[config.mk]
export PLATFORM = sky130hd
export DESIGN_NAME = pwd_verify_unit
export DESIGN_NICKNAME = d
export VERILOG_FILES = /design/src/rtl/lock_pkg.sv /design/src/rtl/digit_shift_buffer.sv /design/src/rtl/pwd_verify_unit.sv
export SDC_FILE = /design/constraint.sdc
export NUM_CORES = 1
export LEC_CHECK = 0
export CORE_ASPECT_RATIO = 1.5
export CORE_MARGIN = 5
export CORE_UTILIZATION = 45
export DETAILED_ROUTE_END_ITERATION = 6
export PLACE_DENSITY = 0.81
export SYNTH_ARGS = -nofsm -noshare
export SYNTH_HDL_FRONTEND = slang
export SYNTH_SLANG_ARGS = --single-unit
[constraint.sdc]
create_clock -name clk -period 5.9 [get_ports clk]
set_input_delay 0.59 -clock clk [delete_from_list [all_inputs] [get_ports clk]]
set_output_delay 0.59 -clock clk [all_outputs]
set_load 0.005 [all_outputs]
[src/rtl/lock_pkg.sv]
// Shared definitions for the lock controller and its password datapath:
// controller state codes, default sizing, the blank display code and a
// helper that identifies the states in which keypad digits are collected.
package lock_pkg;

    // Controller current_state encoding (5-bit code on the ctrl_state bus)
    typedef enum logic [4:0] {
        S0   = 5'd0,
        S1   = 5'd1,   // set-password
        S2   = 5'd2,
        S3   = 5'd3,   // verify
        S4   = 5'd4,   // controller samples the flags here
        S5   = 5'd5,
        S6   = 5'd6,
        IDLE = 5'd7
    } ctrl_state_e;

    localparam int DEF_DIGITS   = 4;
    localparam int DEF_MAX_FAIL = 3;

    // Nibble shown in place of a hidden digit on the 7-seg driver
    localparam logic [3:0] DASH_CODE = 4'hA;

    // Digits are collected only while setting or verifying a password
    function automatic logic is_entry_state(input logic [4:0] state);
        return (state == S1) || (state == S3);
    endfunction

endpackage

[src/rtl/digit_shift_buffer.sv]
// Keypad entry buffer: a nibble shift register with a fill count.
// New digits enter the LSB nibble and older digits move up; once DIGITS
// digits are held, further shift requests are dropped (saturation).
// clr has priority over shift_req.
module digit_shift_buffer #(
    parameter int DIGITS = 4
) (
    input  logic                  clk,
    input  logic                  rst_n,
    input  logic                  clr,
    input  logic                  shift_req,
    input  logic [3:0]            din,
    output logic [4*DIGITS-1:0]   data_q,
    output logic [2:0]            cnt_q
);

    localparam logic [2:0] DIGITS_W = 3'(DIGITS);

    logic [4*DIGITS-1:0] data_d;
    logic [2:0]          cnt_d;
    logic                full;

    // Next buffer contents: clear, shift-in, or hold
    always_comb begin
        data_d = data_q;
        cnt_d  = cnt_q;
        full   = (cnt_q >= DIGITS_W);
        if (clr) begin
            data_d = '0;
            cnt_d  = '0;
        end else if (shift_req && !full) begin
            data_d = {data_q[4*DIGITS-5:0], din};
            cnt_d  = cnt_q + 3'd1;
        end
    end

    // Buffer and count registers
    always_ff @(posedge clk or negedge rst_n) begin
        if (!rst_n) begin
            data_q <= '0;
            cnt_q  <= '0;
        end else begin
            data_q <= data_d;
            cnt_q  <= cnt_d;
        end
    end

endmodule

[src/rtl/pwd_verify_unit.sv]
// Password store-and-compare datapath feeding the lock controller.
// Collects digits in S1 (set) and S3 (verify), latches the password on
// enter in S1 and compares on enter in S3, producing the match (gled1),
// single-failure (rled1) and sticky lockout (rled2) flags.
// Build option: PWD_MASK_DISPLAY_EN hides entered digits on disp_code
// (each filled nibble shows DASH_CODE); without it disp_code is the raw
// entry buffer.
//
// Handshake: key_valid and enter are single-cycle strobes with no
// back-pressure; a strobe is consumed in the cycle it is high or lost.
// enter beats key_valid in the same cycle, and a state-entry clear beats
// both.
module pwd_verify_unit
    import lock_pkg::*;
#(
    parameter int DIGITS   = DEF_DIGITS,
    parameter int MAX_FAIL = DEF_MAX_FAIL,
    parameter int CNT_W    = 2
) (
    input  logic                  clk,
    input  logic                  rst,
    input  logic [4:0]            ctrl_state,
    input  logic                  key_valid,
    input  logic [3:0]            key_val,
    input  logic                  enter,
    output logic                  gled1,
    output logic                  rled1,
    output logic                  rled2,
    output logic [CNT_W-1:0]      fail_cnt,
    output logic [2:0]            digit_cnt,
    output logic [4*DIGITS-1:0]   disp_code
);

    localparam logic [2:0]     DIGITS_W   = 3'(DIGITS);
    localparam logic [CNT_W:0] MAX_FAIL_X = (CNT_W+1)'(MAX_FAIL);

    // Registered state
    logic [4:0]          prev_state_q, prev_state_d;
    logic [4*DIGITS-1:0] pwd_reg_q, pwd_reg_d;
    logic                pwd_valid_q, pwd_valid_d;
    logic                gled1_q, gled1_d;
    logic                rled1_q, rled1_d;
    logic                rled2_q, rled2_d;
    logic [CNT_W-1:0]    fail_cnt_q, fail_cnt_d;

    // Entry buffer
    logic [4*DIGITS-1:0] buf_data;
    logic [2:0]          buf_cnt;

    // Decoded strobes
    logic                state_entry;
    logic                buf_clr;
    logic                accepting;
    logic                enter_ok;
    logic                shift_req;
    logic                commit;
    logic                evaluate;
    logic                match;
    logic [CNT_W:0]      fail_inc;
    logic [CNT_W-1:0]    fail_sat;

    // Decode entry clears, accepted strobes and the compare result
    always_comb begin
        state_entry = (ctrl_state != prev_state_q);
        buf_clr     = state_entry && is_entry_state(ctrl_state);
        // Lockout freezes the datapath; an entry clear still wins over keys
        accepting   = is_entry_state(ctrl_state) && !buf_clr && !rled2_q;
        enter_ok    = accepting && enter;
        shift_req   = accepting && !enter && key_valid && (key_val <= 4'd9);
        commit      = enter_ok && (ctrl_state == S1);
        evaluate    = enter_ok && (ctrl_state == S3);
        // A short entry or an unset password never matches
        match       = pwd_valid_q && (buf_cnt == DIGITS_W) && (buf_data == pwd_reg_q);
        fail_inc    = {1'b0, fail_cnt_q} + (CNT_W+1)'(1);
        fail_sat    = (fail_inc >= MAX_FAIL_X) ? MAX_FAIL_X[CNT_W-1:0]
                                               : fail_inc[CNT_W-1:0];
    end

    // Next values of the stored password, fail counter and result flags
    always_comb begin
        prev_state_d = ctrl_state;
        pwd_reg_d    = pwd_reg_q;
        pwd_valid_d  = pwd_valid_q;
        gled1_d      = gled1_q;
        rled1_d      = rled1_q;
        rled2_d      = rled2_q;
        fail_cnt_d   = fail_cnt_q;

        if (buf_clr) begin
            gled1_d = 1'b0;
            if (ctrl_state == S3) begin
                rled1_d = 1'b0;
            end
        end else if (commit) begin
            pwd_reg_d   = buf_data;
            pwd_valid_d = 1'b1;
            fail_cnt_d  = '0;
            rled1_d     = 1'b0;
        end else if (evaluate) begin
            if (match) begin
                gled1_d    = 1'b1;
                rled1_d    = 1'b0;
                fail_cnt_d = '0;
            end else begin
                fail_cnt_d = fail_sat;
                if ({1'b0, fail_sat} == MAX_FAIL_X) begin
                    rled2_d = 1'b1;
                    rled1_d = 1'b0;
                end else begin
                    rled1_d = 1'b1;
                end
            end
        end
    end

    // Control and result registers
    always_ff @(posedge clk or negedge rst) begin
        if (!rst) begin
            prev_state_q <= IDLE;
            pwd_reg_q    <= '0;
            pwd_valid_q  <= 1'b0;
            gled1_q      <= 1'b0;
            rled1_q      <= 1'b0;
            rled2_q      <= 1'b0;
            fail_cnt_q   <= '0;
        end else begin
            prev_state_q <= prev_state_d;
            pwd_reg_q    <= pwd_reg_d;
            pwd_valid_q  <= pwd_valid_d;
            gled1_q      <= gled1_d;
            rled1_q      <= rled1_d;
            rled2_q      <= rled2_d;
            fail_cnt_q   <= fail_cnt_d;
        end
    end

    digit_shift_buffer #(
        .DIGITS    (DIGITS)
    ) u_digit_buf (
        .clk       (clk),
        .rst_n     (rst),
        .clr       (buf_clr),
        .shift_req (shift_req),
        .din       (key_val),
        .data_q    (buf_data),
        .cnt_q     (buf_cnt)
    );

`ifdef PWD_MASK_DISPLAY_EN
    logic [4*DIGITS-1:0] disp_mask;

    // Show a dash in every filled nibble position, newest at the LSB
    always_comb begin
        disp_mask = '0;
        for (int i = 0; i < DIGITS; i++) begin
            if (i < int'(buf_cnt)) begin
                disp_mask[4*i +: 4] = DASH_CODE;
            end
        end
    end

    assign disp_code = disp_mask;
`else
    assign disp_code = buf_data;
`endif

    assign gled1     = gled1_q;
    assign rled1     = rled1_q;
    assign rled2     = rled2_q;
    assign fail_cnt  = fail_cnt_q;
    assign digit_cnt = buf_cnt;

endmodule
Word level (Yosys, flattened, before mapping)
Index checks and enable logic that the tools add are counted.
Widths: inputs -> output; s select.
{ "op_classes": {"eq_ne": 8, "reduce_logical": 27, "bitwise_logic": 3, "mux": 18, "n_lt_le_gt_ge": 3, "add_sub_neg": 2} }
{ "ops": {"columns": ["operator", "n"], "rows": [
  ["$mux 16", 2],
  ["$eq 16x16->1", 1],
  ["$logic_and 1x1->1", 12],
  ["$mux 1", 10],
  ["$mux 2", 4],
  ["$reduce_bool 2->1", 4],
  ["$mux 3", 2],
  ["$reduce_and 2->1", 3],
  ["$eq 5x1->1 const B", 1],
  ["$eq 5x2->1 const B", 1],
  ["$ne 5x5->1", 1],
  ["$reduce_and 5->1", 1],
  ["$le 4x4->1 const B", 1],
  ["$logic_not 1->1", 4],
  ["$add 2x1->3 const B", 1],
  ["$add 3x1->3 const B", 1],
  ["$eq 3x3->1 const B", 1],
  ["$ge 3x2->1 const B", 1],
  ["$ge 3x3->1 const B", 1],
  ["$not 1->1", 3],
  ["$reduce_and 3->1", 1],
  ["$reduce_bool 3->1", 1],
  ["$eq 2x2->1 const B", 1],
  ["$ne 2x1->1 const B", 1],
  ["other kinds (2)", 2]
]} }
{ "totals": {"register_bits": 46, "elab_cells": 70, "output_inout_bits": 24} }

Longest topological paths before layout
{ "depth": {"word_depth": 12, "mapped_depth": 7} }

Cells and area by module
Synthesis repeated with hierarchy kept, for this count alone.
{ "unflattened": {"hier_cells": 172, "area_unflattened_um2": 2208.4} }
{ "by_module_without_submodules": {"columns": ["mod", "cells_each", "area_each_um2", "n_inst"], "rows": [
  ["pwd_verify_unit", 102, 1342.5, 1],
  ["digit_shift_buffer", 70, 865.8, 1]
]} }

Worst setup path after synthesis
No wires, ideal clock.
{ "synth_path": {"kind": "in2reg", "startpoint": "input ctrl_state[2]", "endpoint": "register pwd_reg_q[0]", "required_ps": 5775, "slack_ps": 3845, "stages": 5, "arrival_time_ps": 1930, "cell_sequence": "nor4b_4 -> nand3b_1 -> nor4_4 -> buf_6 -> mux2_2"} }
{ "synth_via": {"elab_chain_len": 9, "elab_cells_between_ends": 12, "classes_between": "eq/ne (3); bitwise (1); reduce/logical (8)"} }
{ "synth_rtl": {"columns": ["item", "line_no", "text"], "rows": [
  ["from (decl)", "pwd_verify_unit.sv:22", "input logic [4:0] ctrl_state,"],
  ["$eq 5x1->1 or $eq 5x2->1 (tied branches)", "lock_pkg.sv:26, pwd_verify_unit.sv:70", null],
  ["$logic_or 1x1->1", "lock_pkg.sv:26", "return (state == S1) || (state == S3);"],
  ["$logic_and 1x1->1", "pwd_verify_unit.sv:65", "buf_clr = state_entry && is_entry_state(ctrl_state);"],
  ["$logic_not 1->1", "pwd_verify_unit.sv:67", "accepting = is_entry_state(ctrl_state) && !buf_clr && !rled2_q;"],
  ["$logic_and 1x1->1 (2 in a row)", "pwd_verify_unit.sv:67", null],
  ["$logic_and 1x1->1", "pwd_verify_unit.sv:68", "enter_ok = accepting && enter;"],
  ["$logic_and 1x1->1", "pwd_verify_unit.sv:70", "commit = enter_ok && (ctrl_state == S1);"],
  ["$reduce_and 2->1 (no line) *", null, null],
  ["to (signal assigned)", "pwd_verify_unit.sv:128", "pwd_reg_q <= pwd_reg_d;"],
  ["to (decl)", "pwd_verify_unit.sv:39", "logic [4*DIGITS-1:0] pwd_reg_q, pwd_reg_d;"]
]} }
Every way passes the cells marked *; elsewhere a longest branch is shown, timed or not.
A chain may end at the register's enable or synchronous reset.

Final worst setup path
{ "layout_path": {"startpoint": "input ctrl_state[4]", "endpoint": "register pwd_reg_q[5]"} }
Same word-level chain as after synthesis.

==> results.py <==
metrics = {
    "finish": {
        "fin_cells": 239,
        "layout-area-overhead-vs-synth_pct": 25.0,
        "drive_gt1_share_pct": 17.6,
        "filler_cell_count": 344,
        "mostFrequentLayoutCell": "dfrtp_1",
        "antenna_cells_inserted": 0,
        "finalNetCount": 207,
        "mostFrequentLayoutCells": "dfrtp_1 (43), clkdlybuf4s50_1 (35), xnor2_1 (18)",
    },
    "timing": {
        "finalClockSkew_ps": 8.85,
        "unrepaired_setup_endpoints_after_global_routing": "false",
        "final.setup.tns_ps": 0,
        "relSlewSlack_pct": 25.7,
        "timing_max_transition_violations_final": 0,
        "final.min_clock_period_ps": 2780,
        "hold_violations": 0,
        "fin_crit_sh_pct": 47.1,
        "worst_pin_slew_ps": 1110,
        "fin_ws_ps": 3120,
        "maxClockFrequency_mhz": 360,
        "setup_violations": 0,
    },
    "floorplanning": {
        "chipWidth_um": 64.6,
        "design.die.area_sq_um": 5950,
        "placeableCoreArea_sq_um": 4280,
        "placementRows": 29,
        "fp.dieH_um": 92.0,
        "floorplan.initialDensity_pct": 47.1,
        "top_level_ports": 37,
    },
    "synthesis": {
        "seq_area_frac_synth_pct": 57.3,
        "xor_xnor_fraction_of_synth_area_pct": 9.12,
        "ys.warnings.count": 0,
        "ys_seq_elements": 46,
        "post_synth_mux_area_share_pct": 13.0,
        "netlist_cell_types": 32,
        "syn_inst": 153,
        "number_of_enable_flip_flop_cells_after_synthesis": 0,
        "synth_ff_type": "dfrtp_1",
        "synth_compound_gate_area_share_pct": 8.32,
        "syn-cell-area_sq_um": 2020,
        "postSynthNetCount": 168,
        "ys_async_sr_fraction_pct": 100,
        "post_synth_and_or_nand_nor_area_fraction_pct": 8.69,
        "combinational_family_with_the_most_area_after_synthesis": "multiplexers",
        "adder_cell_share_of_the_synthesized_area_pct": 1.24,
        "synth_area_per_cell_sq_um": 13.2,
    },
    "route": {
        "post-route-drc-count": 0,
        "drt-vias-per-instance": 5.57,
        "detailedRoute.firstIterationViolations": 77,
        "routed_wl_mm": 4.24,
        "avgRoutedWirePerCell_um": 17.8,
        "dr_total_vias": 1332,
        "antenna_left": 0,
        "drt-pass1-iter-count": 4,
    },
    "clock_tree": {
        "clk_pin_slew_worst_paths_ps": 80,
        "cts_tree": "done",
        "postCtsSetupRepairBufs": 0,
        "cts_inserted_buffers": 5,
        "worstSkewPairLatency_ps": 300,
        "cts.path.max_buffers": 2,
        "postCtsResizedCells": 0,
        "cts-htree-levels": 2,
        "cts_hold_repair.buffers": 0,
        "cts.root.buffer_cell": "clkbuf_8",
        "cts.sink_count": 46,
    },
    "flow_run": {
        "max_cap_viol_count": 0,
    },
    "pwr": {
        "cellLeakagePower_nw": 1.12,
        "power_frac_comb_pct": 6.3,
        "intPower_mw": 0.466,
        "worst_ir_drop_vdd_v": 0.000178,
        "switching_share_of_power_pct": 21.0,
        "power.share.clock_pct": 38.7,
        "switching_power_mw": 0.124,
        "power_mw": 0.591,
        "p_seq_share_pct": 54.9,
        "pwr_density_cell_nw_per_um2": 234,
    },
    "worst_hold_path": {
        "hold_class": "in -> async",
    },
    "critical_path": {
        "timing.critical_path.to_type": "flop",
        "critPathArrivalTime_ps": 2960,
        "crit_type": "in -> reg",
        "worst_setup_path_start_kind": "input pin",
        "cp_max_fo": 17,
        "crit_required_ps": 6090,
    },
    "global_route": {
        "grt.overflow.total": 0,
        "grt_start_max_net_pins": 47,
        "first_global_vias": 1470,
        "grt_util_all_layers_pct": 16.3,
        "grt_pass1_wl_mm": 7.40,
        "antenna_found_initial": 0,
    },
    "placement": {
        "gp_congestion": 0.760,
        "dpl_wire_length_mm": 3.10,
        "place_inst": 231,
        "port_buffers": 36,
        "post-place-ws_ps": 2790,
    },
    "status": {
        "run_status": "completed",
    },
}
[registers in the layout (all words and copies together), names as in the netlist]
register	cells
prev_state_q	5
rled1	1
pwd_valid_q	1
rled2	1
gled1	1
u_digit_buf.data_q	16
fail_cnt	2
u_digit_buf.cnt_q	3
pwd_reg_q	16
[cell families after synthesis]
family,after synthesis
flops,46
simple gates,28
mux,24
compound gates,22
xor+xnor,21
buf+inv,10
fa+ha+maj,2
[worst max-delay path, stage by stage]
cell and delay (ps):
clkdlybuf4s50_1 560, xnor2_1 160, nand3_1 220, nor4_4 1000
mux2_2 430
[metal layers]
layer,track usage [%],part of all wire (%)
met4,6.53,2.1
met1,18.0,39
met5,0,0
met2,29.0,54
met3,4.65,5.6
[cell usage after synthesis, types with 3 or more instances]
| cell type | count | area [sq um] |
|---|---|---|
| dfstp_2 | 3 | 78.8 |
| inv_1 | 5 | 18.8 |
| xor2_1 | 3 | 26.3 |
| a22o_1 | 10 | 87.6 |
| dfrtp_1 | 43 | 1080 |
| nand2_1 | 3 | 11.3 |
| o21ai_0 | 4 | 20.0 |
| mux2_2 | 17 | 191 |
| nor2_1 | 9 | 33.8 |
| nor3_1 | 3 | 15.0 |
| nand4_1 | 4 | 25.0 |
| mux2i_1 | 7 | 70.1 |
| xnor2_1 | 18 | 158 |
[final timing paths]
check | startpoint | end | slack [ps] | cells after the start
worst min register to register | pwd_valid_q | pwd_valid_q | 490 | 1
max in group asynchronous | rst | u_digit_buf.data_q[14] | 4830 | 1
worst min-delay path | rst | prev_state_q[4] | 450 | 1
worst max-delay path | ctrl_state[4] | pwd_reg_q[5] | 3120 | 5
min in group clk | pwd_valid_q | pwd_valid_q | 490 | 1
worst max register to register | prev_state_q[0] | pwd_reg_q[5] | 3480 | 4
[area by class of cell]
class / count / area, sq um / share of cell area, %
Clock buffer: 7 / 76.3 / 3.03
Clock inverter: 1 / 30.0 / 1.19
Inverter: 5 / 18.8 / 0.745
Multi-Input combinational cell: 97 / 818 / 32.5
Sequential cell: 46 / 1150 / 45.9
Tap cell: 46 / 57.6 / 2.29
Timing Repair Buffer: 37 / 363 / 14.4
[per-stage QoR]
step,hold slack [ps],util (%),instance area [sq um]
after floorplan,294,-,2020
after global placement,454,56.3,2410
after detailed placement,477,56.3,2410
after CTS,481,58.8,2520
after global routing,511,58.8,2520
final,452,58.8,2520
[power by group through the flow]
stage / logic (mW) / registers, mW / clock network (mW)
3_3_place_gp: 0.0367 / 0.330 / 0
2_1_floorplan: 0.0126 / 0.330 / 0
5_1_grt: 0.0418 / 0.325 / 0.250
6_report: 0.0373 / 0.324 / 0.229
3_5_place_dp: 0.0378 / 0.331 / 0
4_1_cts: 0.0380 / 0.324 / 0.233
Note: power is estimated with default switching activity, not from simulation.
